==> src/rtl/demux_pkg.sv <==
// Shared types and helpers for the stream_demux_1ton block.
package demux_pkg;

  typedef enum logic [1:0] {
    IDLE   = 2'd0,
    LOCKED = 2'd1,
    DROP   = 2'd2
  } state_e;

  function automatic logic chk_sel(input int sel, input int n);
    return sel < n;
  endfunction

endpackage

==> src/rtl/demux_hold_reg.sv <==
// One-deep holding register: a single beat plus its destination channel,
// with skid-free valid/ready so a load and a drain may share a cycle.
module demux_hold_reg #(
  parameter int DATA_W = 8,
  parameter int SEL_W  = 2
) (
  input  logic              clk,
  input  logic              rst,
  input  logic              load,
  input  logic [DATA_W-1:0] load_data,
  input  logic              load_last,
  input  logic [SEL_W-1:0]  load_ch,
  input  logic              drain_ready,
  output logic              hold_valid,
  output logic [DATA_W-1:0] hold_data,
  output logic              hold_last,
  output logic [SEL_W-1:0]  hold_ch,
  output logic              hold_ready
);

  logic              valid_q, valid_d;
  logic [DATA_W-1:0] data_q, data_d;
  logic              last_q, last_d;
  logic [SEL_W-1:0]  ch_q, ch_d;

  assign hold_ready = !valid_q || drain_ready;

  // NOTE: every always_comb output gets a default first, so no path leaves it unassigned and no latch is inferred.
  always_comb begin
    valid_d = valid_q;
    data_d  = data_q;
    last_d  = last_q;
    ch_d    = ch_q;
    if (valid_q && drain_ready) valid_d = 1'b0;
    if (load) begin
      valid_d = 1'b1;
      data_d  = load_data;
      last_d  = load_last;
      ch_d    = load_ch;
    end
  end

  // NOTE: sequential state uses non-blocking assignments so every flop samples the pre-edge values.
  always_ff @(posedge clk) begin
    if (rst) valid_q <= 1'b0;
    else     valid_q <= valid_d;
  end

  // NOTE: the payload is deliberately not reset; it is only observable while valid_q is set.
  always_ff @(posedge clk) begin
    data_q <= data_d;
    last_q <= last_d;
    ch_q   <= ch_d;
  end

  assign hold_valid = valid_q;
  assign hold_data  = data_q;
  assign hold_last  = last_q;
  assign hold_ch    = ch_q;

endmodule

==> src/rtl/stream_demux_1ton.sv <==
// Registered 1-to-N packet-locked stream demultiplexer.
// Define DEMUX_CNT_EN to add saturating per-channel beat counters (beat_cnt).
module stream_demux_1ton
  import demux_pkg::*;
#(
  parameter int DATA_W = 8,
  parameter int N_CH   = 4,
  parameter int SEL_W  = 2,
  parameter int CNT_W  = 16
) (
  input  logic                   clk,
  input  logic                   rst,
  input  logic [DATA_W-1:0]      in_data,
  input  logic                   in_valid,
  input  logic                   in_last,
  input  logic [SEL_W-1:0]       in_sel,
  output logic                   in_ready,
  output logic [N_CH*DATA_W-1:0] out_data,
  output logic [N_CH-1:0]        out_last,
  output logic [N_CH-1:0]        out_valid,
  input  logic [N_CH-1:0]        out_ready,
  output logic                   err_sel
`ifdef DEMUX_CNT_EN
  ,
  output logic [N_CH*CNT_W-1:0]  beat_cnt
`endif
);

  if (N_CH < 2 || N_CH > 16 || (2 ** SEL_W) < N_CH || CNT_W < 1) begin : g_param_check
    $error("stream_demux_1ton: illegal parameter combination");
  end

  state_e              state_q, state_d;
  logic                err_q, err_d;
  logic                load, accept;
  logic [SEL_W-1:0]    load_ch;
  logic                hold_valid, hold_last, hold_ready;
  logic [DATA_W-1:0]   hold_data;
  logic [SEL_W-1:0]    hold_ch;
  logic [2**SEL_W-1:0] ready_pad;

  // Widened so any hold_ch value indexes a defined bit.
  always_comb begin
    ready_pad            = '0;
    ready_pad[N_CH-1:0]  = out_ready;
  end

  assign in_ready = !rst && (state_q == DROP || hold_ready);
  assign accept   = in_valid && in_ready;

  demux_hold_reg #(
    .DATA_W (DATA_W),
    .SEL_W  (SEL_W)
  ) u_hold (
    .clk         (clk),
    .rst         (rst),
    .load        (load),
    .load_data   (in_data),
    .load_last   (in_last),
    .load_ch     (load_ch),
    .drain_ready (ready_pad[hold_ch]),
    .hold_valid  (hold_valid),
    .hold_data   (hold_data),
    .hold_last   (hold_last),
    .hold_ch     (hold_ch),
    .hold_ready  (hold_ready)
  );

  always_comb begin
    state_d = state_q;
    err_d   = err_q;
    load    = 1'b0;
    load_ch = hold_ch;
    unique case (state_q)
      IDLE: if (accept) begin
        if (chk_sel(int'(in_sel), N_CH)) begin
          load    = 1'b1;
          load_ch = in_sel;
          if (!in_last) state_d = LOCKED;
        end else begin
          err_d = 1'b1;
          if (!in_last) state_d = DROP;
        end
      end
      LOCKED: if (accept) begin
        load = 1'b1;
        if (in_last) state_d = IDLE;
      end
      DROP: if (accept && in_last) state_d = IDLE;
      default: state_d = IDLE;
    endcase
  end

  always_ff @(posedge clk) begin
    if (rst) begin
      state_q <= IDLE;
      err_q   <= 1'b0;
    end else begin
      state_q <= state_d;
      err_q   <= err_d;
    end
  end

  assign err_sel = err_q;

  always_comb begin
    out_valid = '0;
    out_data  = '0;
    out_last  = '0;
    for (int k = 0; k < N_CH; k++) begin
      if (hold_valid && hold_ch == SEL_W'(k)) begin
        out_valid[k]                 = 1'b1;
        out_data[k*DATA_W +: DATA_W] = hold_data;
        out_last[k]                  = hold_last;
      end
    end
  end

`ifdef DEMUX_CNT_EN
  logic [N_CH*CNT_W-1:0] cnt_q, cnt_d;

  always_comb begin
    cnt_d = cnt_q;
    for (int k = 0; k < N_CH; k++) begin
      if (out_valid[k] && out_ready[k] && cnt_q[k*CNT_W +: CNT_W] != {CNT_W{1'b1}})
        cnt_d[k*CNT_W +: CNT_W] = cnt_q[k*CNT_W +: CNT_W] + CNT_W'(1);
    end
  end

  always_ff @(posedge clk) begin
    if (rst) cnt_q <= '0;
    else     cnt_q <= cnt_d;
  end

  assign beat_cnt = cnt_q;
`endif

endmodule

==> config.mk <==
export PLATFORM = sky130hd
export DESIGN_NAME = stream_demux_1ton
export DESIGN_NICKNAME = d
export VERILOG_FILES = /design/src/rtl/demux_pkg.sv /design/src/rtl/demux_hold_reg.sv /design/src/rtl/stream_demux_1ton.sv
export SDC_FILE = /design/constraint.sdc
export NUM_CORES = 1
export LEC_CHECK = 0
export ABC_AREA = 1
export ABC_CLOCK_PERIOD_IN_PS = 2800
export BUFFER_PORTS_ARGS = -buffer_cell sky130_fd_sc_hd__buf_2
export CAP_MARGIN = 20
export CORE_MARGIN = 8
export CORE_UTILIZATION = 40
export DETAILED_ROUTE_END_ITERATION = 8
export PLACE_DENSITY = 0.94
export SYNTH_ARGS = -nofsm -noshare
export SYNTH_HDL_FRONTEND = slang
export SYNTH_SLANG_ARGS = --single-unit
==> constraint.sdc <==
create_clock -name clk -period 2.8 [get_ports clk]
set_input_delay 0.28 -clock clk [delete_from_list [all_inputs] [get_ports clk]]
set_output_delay 0.28 -clock clk [all_outputs]
set_load 0.05 [all_outputs]
==> impl_metrics.yaml, run 1 <==
run_status:
  status: "completed"
synth:
  synthesis.nets: 111
  ys_ff_latch: 13
  post_synth.cell_area_avg_um2: 7.59
  syn_inst: 93
  synth_area_um2: 706
  seq_area_frac_synth_pct: 52.5
  ys_types: 13
  ys_warn_count: 0
timing:
  max_freq_mhz: 526
  fin_crit_sh_pct: 67.9
  rsz0062_at_grt: "no"
  period_needed_ps: 1900
  setup-tns-final_ps: 0
  hold_violations: 0
  finalSetupViolCount: 0
  maxSlewViolCount: 0
  skew_ps: 0.609
  hold_ws_ps: 181
clock_network:
  clk_pin_slew_ps: 70
  numCtsBuffers: 3
  h-tree-depth: 1
  cts_tree: "built"
  post_cts_buffers: 0
  cts.path.max_buffers: 2
  post_cts_resized: 0
  clkLatencyLatePin_ps: 260
  cts_hold_buf: 0
  cts.sinks: 13
  cts-root-buf: "clkbuf_4"
final_layout:
  fin_cells: 171
  final_common_cell: "buf_2"
  diodes: 0
  area.growth.synth_to_final_pct: 46.8
  fin_util_pct: 61.3
  fin_nets: 173
  drive_above_1_share_pct: 45.5
  final_cell_mix: "buf_2 (58), nor2_1 (38), inv_1 (16)"
placement:
  place_hpwl_um: 1840
  portBuffers: 58
  gp_congestion: 0.728
  place_inst: 167
route:
  first_iter_violations: 24
  drtAntennaViolNets: 0
  drt-vias-per-instance: 4.60
  drc: 0
  vias: 786
  drt-total-wl_um: 2140
  first_pass_iters: 4
  wl_per_cell_um: 12.5
floorplanning:
  dieHeight_um: 58
  design.die.area_um2: 3360
  die_w_um: 58
  core-area_um2: 1690
  initial_core_util_pct: 41.8
  ios: 60
  core.rowCount: 15
critical_path:
  critPathArrivalTime_ps: 1620
  worstPathCellList: "inv_1 > nor3_1 > inv_2 > nor2_1 > buf_2"
  critical-path-top-delay-family: "buffers and inverters"
  cp-end-kind: "primary output"
  crit_path_max_incr_delay_ps: 420
  path_max_fanout: 9
  required_ps: 2520
  crit_path_top_delay_cell: "edfxtp_1"
  cp.buffers_inverters: 3
  cp.depth: 5
  setup.worst_path.start_class: "register"
  reg2reg_depth: 7
  setup.worst_path.class: "register to primary output"
pwr:
  ir_drop_v: 0.000350
  p_per_area_nw_per_um2: 404
  p_leak_uw: 0.000648
  finalPower_uw: 418
global_route:
  track_usage_pct: 12.9
  grt_max_degree: 10
  grt_pass1_wl_um: 3430
  overflow: 0
  antenna_found_initial: 0
  grt_pass1_vias: 736
job:
  cap_violations: 0
hold_path:
  hp-class: "input pin to register"
  hold_depth: 2
[layout make-up]
type,instances,area (um^2)
multi-input cells,58,249
flip-flops and latches,13,370
fillers,150,653
well taps,17,21.3
inverters,21,78.8
repair buffers,58,290
clock buffers,4,26.3
[power breakdown]
part / switching (uW) / total, uW / internal [uW]
registers: 4.28 / 225 / 221
clock network: 51.6 / 107 / 55.0
logic: 65.0 / 86.7 / 21.7
[layer usage]
layer	wire, um	global-route usage, %	vias to the layer above
met5	0	0	-
met3	153	2.65	4
met1	757	12.5	357
li1	-	-	397
met2	1200	24.8	28
met4	34	6.29	0
[flip-flops by register name, indices dropped and copies added (netlist names)]
register / count
u_hold.hold_last: 1
u_hold.hold_ch: 2
u_hold.hold_valid: 1
u_hold.hold_data: 8
state_q: 1
[Yosys cell counts]
cell type   n  area (um^2)
dfxtp_1     2         40.0
inv_2       5         18.8
edfxtp_1   11          330
buf_4       1         7.51
nand4_1     1         6.26
conb_1      1         3.75
nand3_2     2         20.0
a21oi_1     1         5.00
nor2_1     38          143
nor3_2      2         20.0
inv_1      16         60.1
nor3_1      2         10.0
nand2_1    11         41.3
[logic make-up after synthesis]
family          count (synthesis)  share of synthesized area (%)
simple gates                   56                           34.0
buf+inv                        22                           12.2
flops                          13                           52.5
compound gates                  1                          0.709
other cells                     1                          0.531
[final timing paths]
| path | start | end | slack [ps] |
|---|---|---|---|
| worst min register to register | state_q[0] | state_q[0] | 540 |
| worst min-delay path | rst | u_hold.hold_valid | 180 |
| worst max-delay path | u_hold.hold_ch[1] | out_data[23] | 900 |
| worst max register to register | u_hold.hold_ch[0] | u_hold.hold_data[7] | 1220 |
[per-stage QoR]
step           worst slack (ps)  area (um^2)
6_report                    900         1040
5_1_grt                     785         1040
4_1_cts                     881         1040
3_5_place_dp               1170         1010
3_3_place_gp               1280         1010
2_1_floorplan             -47.7          706
Power figures use the tool's default switching activity.
==> inputs of run 2 (changes only) <==
--- a/config.mk
+++ b/config.mk
@@ -6,13 +6,13 @@
 export NUM_CORES = 1
 export LEC_CHECK = 0
 export ABC_AREA = 1
-export ABC_CLOCK_PERIOD_IN_PS = 2800
+export ABC_CLOCK_PERIOD_IN_PS = 1650
 export BUFFER_PORTS_ARGS = -buffer_cell sky130_fd_sc_hd__buf_2
 export CAP_MARGIN = 20
 export CORE_MARGIN = 8
-export CORE_UTILIZATION = 40
+export CORE_UTILIZATION = 33
 export DETAILED_ROUTE_END_ITERATION = 8
-export PLACE_DENSITY = 0.94
+export PLACE_DENSITY = 0.85
 export SYNTH_ARGS = -nofsm -noshare
 export SYNTH_HDL_FRONTEND = slang
 export SYNTH_SLANG_ARGS = --single-unit
==> constraint.sdc (replaced) <==
create_clock -name clk -period 1.65 [get_ports clk]
set_input_delay 0.165 -clock clk [delete_from_list [all_inputs] [get_ports clk]]
set_output_delay 0.165 -clock clk [all_outputs]
set_load 0.05 [all_outputs]
==> impl_metrics.yaml, run 2 (synthesis gave the netlist of run 1 again) <==
final_layout:
  final_common_cell: "nor2_4"
  area.growth.synth_to_final_pct: 147
  fill_cells: 68
  diodes: 0
  final_cell_mix: "nor2_4 (36), buf_6 (29), buf_2 (20)"
  largest_reg_flops: 8
  drive_above_1_share_pct: 73.6
  fin_cells: 190
  fin_area_um2: 1740
  fin_nets: 182
clock_network:
  cts_tree: "built"
  clk_pin_slew_ps: 80
  h-tree-depth: 1
  cts.sinks: 13
  cts.path.max_buffers: 2
  cts-root-buf: "clkbuf_4"
  clkLatencyLatePin_ps: 270
  numCtsBuffers: 3
pwr:
  power.internal_uw: 543
  sequentialPowerShare_pct: 46.9
  p_clk_share_pct: 23.2
  p_comb_share_pct: 29.9
  switching_share_pct: 33.3
  ir_drop_v: 0.000528
  p_per_area_nw_per_um2: 466
  p_switching_uw: 271
  p_leak_uw: 0.000743
hold_path:
  hp-class: "input pin to register"
floorplanning:
  design.die.area_um2: 3870
  ios: 60
  core-area_um2: 1980
  core.rowCount: 16
  die_w_um: 62.2
  dieHeight_um: 62.2
  initial_core_util_pct: 35.6
critical_path:
  crit_path_top_delay_cell: "edfxtp_1"
  path_max_fanout: 5
  worstPathCellList: "buf_4 > inv_2 > nor3_4 > buf_6 > inv_8 > nor2_4 > buf_8"
  cp-end-kind: "primary output"
  critical-path-top-delay-family: "buffers and inverters"
  setup.worst_path.start_class: "register"
  cp.buffers_inverters: 5
  critPathArrivalTime_ps: 1560
  required_ps: 1480
  crit_path_max_incr_delay_ps: 380
  setup.worst_path.class: "register to primary output"
timing:
  period_needed_ps: 1720
  finalSetupViolCount: 32
  skew_ps: 5.85
  setup-tns-final_ps: -1070
  max_freq_mhz: 580
  hold_violations: 0
  fin_crit_sh_pct: 104
  setup_slack_ps: -73.1
  rsz0062_at_grt: "yes"
  maxSlewViolCount: 0
global_route:
  grt_pass1_wl_um: 4880
  track_usage_pct: 15.8
  grt_max_degree: 10
  grt_pass1_vias: 965
  antenna_found_initial: 0
  overflow: 0
placement:
  placed_area_um2: 1350
  gp_congestion: 0.725
  portBuffers: 58
  place_hpwl_um: 2170
  place_inst: 178
route:
  first_iter_violations: 17
  drt-vias-per-instance: 4.94
  drt-total-wl_um: 3760
  drtAntennaViolNets: 0
  first_pass_iters: 4
  wl_per_cell_um: 19.8
  vias: 939
  drc: 0
run_status:
  status: "finished, violations left"
  violations: "negative setup slack"
job:
  cap_violations: 0
-- run 2: cell count changes in the layout (fill, tap and decap cells not counted), sizes merged --
cell	previous run	this run
buf	58	64
clkbuf	4	5
clkinvlp	0	1
inv	21	22
-- run 2: final timing paths --
kind	cells after the start	slack, ps	endpoint	startpoint
min	1	60	u_hold.hold_data[4]	in_data[4]
max reg2reg	7	50	u_hold.hold_data[6]	u_hold.hold_ch[0]
max	7	-70	out_data[21]	u_hold.hold_ch[1]
min reg2reg	4	540	state_q[0]	state_q[0]
-- run 2: cell type report --
cell class                      count  area, um^2  share of cell area, %
Timing Repair inverter              2        17.5                   1.00
Multi-Input combinational cell     58         554                   31.8
Tap cell                           27        33.8                   1.94
Clock buffer                        4        26.3                   1.51
Timing Repair Buffer               65         634                   36.4
Inverter                           21         108                   6.17
Sequential cell                    13         370                   21.2
-- run 2: per-layer routing --
| metal | global-route usage (%) | routed length (um) |
|---|---|---|
| met2 | 31.6 | 2030 |
| met3 | 4.66 | 292 |
| met1 | 14.1 | 1180 |
| met5 | 0 | 0 |
| met4 | 6.12 | 262 |
-- run 2: worst register-to-register path, cell delays in order (launching register included) --
cell and delay, ps:
edfxtp_1 440, inv_2 160, nand2_1 90, nand2_1 90, nand2_1 70, nand3_2 110
nand3_2 140, clkinvlp_4 200
-- run 2: through the flow --
stage	hold slack, ps	util (%)	worst slack [ps]	power [uW]
floorplan	234	-	-190	536
global placement	336	67.9	150	578
detailed placement	343	67.9	85.1	584
CTS	59.6	82.3	-27.4	794
global route	32.7	88.0	-142	857
finish	62.2	88.0	-73.1	814
-- run 2: power by group through the flow --
stage	Sequential, uW	Combinational, uW	Clock [uW]
CTS	380	222	192
detailed placement	389	194	0
global route	383	254	221
global placement	388	189	0
floorplan	389	147	0
finish	382	243	189
-- run 2: repair_timing --
action | in CTS | in global routing
cloned | 2 | 0
resized for setup | 72 | 27
pin swaps | 6 | 9
hold buffers | 0 | 0
buffers inserted | 4 | 2
endpoints found under the setup margin | 37 | 48
==> inputs of run 3 (changes only) <==
--- a/config.mk
+++ b/config.mk
@@ -13,6 +13,8 @@
 export CORE_UTILIZATION = 33
 export DETAILED_ROUTE_END_ITERATION = 8
 export PLACE_DENSITY = 0.85
+export RECOVER_POWER = 100
+export SLEW_MARGIN = 10
 export SYNTH_ARGS = -nofsm -noshare
 export SYNTH_HDL_FRONTEND = slang
 export SYNTH_SLANG_ARGS = --single-unit
==> constraint.sdc (replaced) <==
create_clock -name clk -period 1.65 [get_ports clk]
set_input_delay 0.165 -clock clk [delete_from_list [all_inputs] [get_ports clk]]
set_output_delay 0.165 -clock clk [all_outputs]
set_load 0.01 [all_outputs]
==> impl_metrics.yaml, run 3 (synthesis gave the netlist of run 1 again) <==
route:
  vias: 851
  wl_per_cell_um: 15.1
  drc: 0
  drt-vias-per-instance: 4.65
  drtAntennaViolNets: 0
  drt-total-wl_um: 2760
  first_iter_violations: 62
  first_pass_iters: 4
critical_path:
  path_max_fanout: 9
  required_ps: 1480
  cp-end-kind: "primary output"
  critPathArrivalTime_ps: 1450
  setup.worst_path.class: "register to primary output"
  setup.worst_path.start_class: "register"
placement:
  place_inst: 177
  placed_area_um2: 1020
  gp_congestion: 0.769
  place_hpwl_um: 2200
  portBuffers: 58
final_layout:
  fin_cells: 183
  fin_nets: 175
  largest_reg_flops: 8
  diodes: 0
  area.growth.synth_to_final_pct: 53.9
  final_common_cell: "buf_2"
  fin_area_um2: 1090
  drive_above_1_share_pct: 48.7
  final_cell_mix: "buf_2 (57), nor2_1 (36), inv_1 (15)"
clock_network:
  clkLatencyLatePin_ps: 280
  clk_pin_slew_ps: 70
  cts_tree: "built"
  cts.path.max_buffers: 2
  cts_hold_buf: 0
  cts-root-buf: "clkbuf_4"
  cts.sinks: 13
  numCtsBuffers: 3
  h-tree-depth: 1
floorplanning:
  core.rowCount: 16
  core-area_um2: 1980
  dieHeight_um: 62.2
  design.die.area_um2: 3870
  die_w_um: 62.2
  initial_core_util_pct: 35.6
  ios: 60
hold_path:
  hp-class: "input pin to register"
timing:
  fin_crit_sh_pct: 97.9
  setup-tns-final_ps: 0
  period_needed_ps: 1620
  skew_ps: 7.53
  max_freq_mhz: 619
  maxSlewViolCount: 0
  hold_violations: 0
  finalSetupViolCount: 0
  rsz0062_at_grt: "yes"
global_route:
  antenna_found_initial: 0
  overflow: 0
  grt_pass1_vias: 891
  track_usage_pct: 13.2
  grt_pass1_wl_um: 4150
  grt_max_degree: 10
pwr:
  p_per_area_nw_per_um2: 634
  finalPower_uw: 688
  p_leak_uw: 0.000644
  ir_drop_v: 0.000520
job:
  cap_violations: 0
run_status:
  status: "completed"
==> run 3: changes by cell type in the layout (fill, tap and decap cells not counted), sizes merged <==
cell      change
buf           -6
inv           -2
clkinvlp      +1
==> run 3: timing repair <==
item,CTS,global route
pin swaps,0,1
endpoints found under the hold margin,0,0
gates resized for setup,3,3
buffers inserted,0,1
gates cloned,0,1
endpoints found under the setup margin,10,28
==> run 3: power breakdown <==
group	switching, uW	leakage [uW]	total [uW]	internal (uW)
registers	8.67	0.000119	383	374
logic	69.7	0.000510	109	39.1
clock network	103	0.0000150	197	93.8
total	181	0.000644	688	507
==> run 3: layer usage <==
metal / GRT usage, % / part of all wire (%) / wire, um / vias to the layer above
met1: 11.8 / 34 / 945 / 388
met5: 0 / 0 / 0 / -
li1: - / - / - / 403
met2: 26.0 / 56 / 1540 / 54
met3: 3.76 / 8.2 / 227 / 6
met4: 6.71 / 1.6 / 44 / 0
==> run 3: metrics by stage <==
step                      hold slack [ps]  util, %  setup slack [ps]
after floorplan                       234        -               250
after global placement                344     51.6               181
after global routing                 51.6     54.8             -43.8
final                                54.6     54.8              34.4
after CTS                            48.2     53.6              37.4
after detailed placement              340     51.6              24.0
==> run 3: cell type report <==
type                    instances  area, um^2
fillers                       172         896
flip-flops and latches         13         370
repair buffers                 59         297
multi-input cells              58         272
inverters                      21        82.6
well taps                      27        33.8
clock buffers                   4        26.3
repair inverters                1        5.00
==> run 3: final timing paths <==
path | from | end | slack [ps] | depth (start not counted)
setup / recovery | u_hold.hold_ch[1] | out_data[28] | 30 | 5
hold / removal | rst | u_hold.hold_valid | 50 | 2
setup reg to reg | u_hold.hold_ch[0] | u_hold.hold_data[3] | 120 | 7
hold reg to reg | state_q[0] | state_q[0] | 570 | 4
==> run 3: worst max-delay path, stage by stage, from the launching register on <==
cell and delay (ps):
edfxtp_1 430, inv_1 120, nor3_2 220, inv_2 130, nor2_1 110, buf_2 150
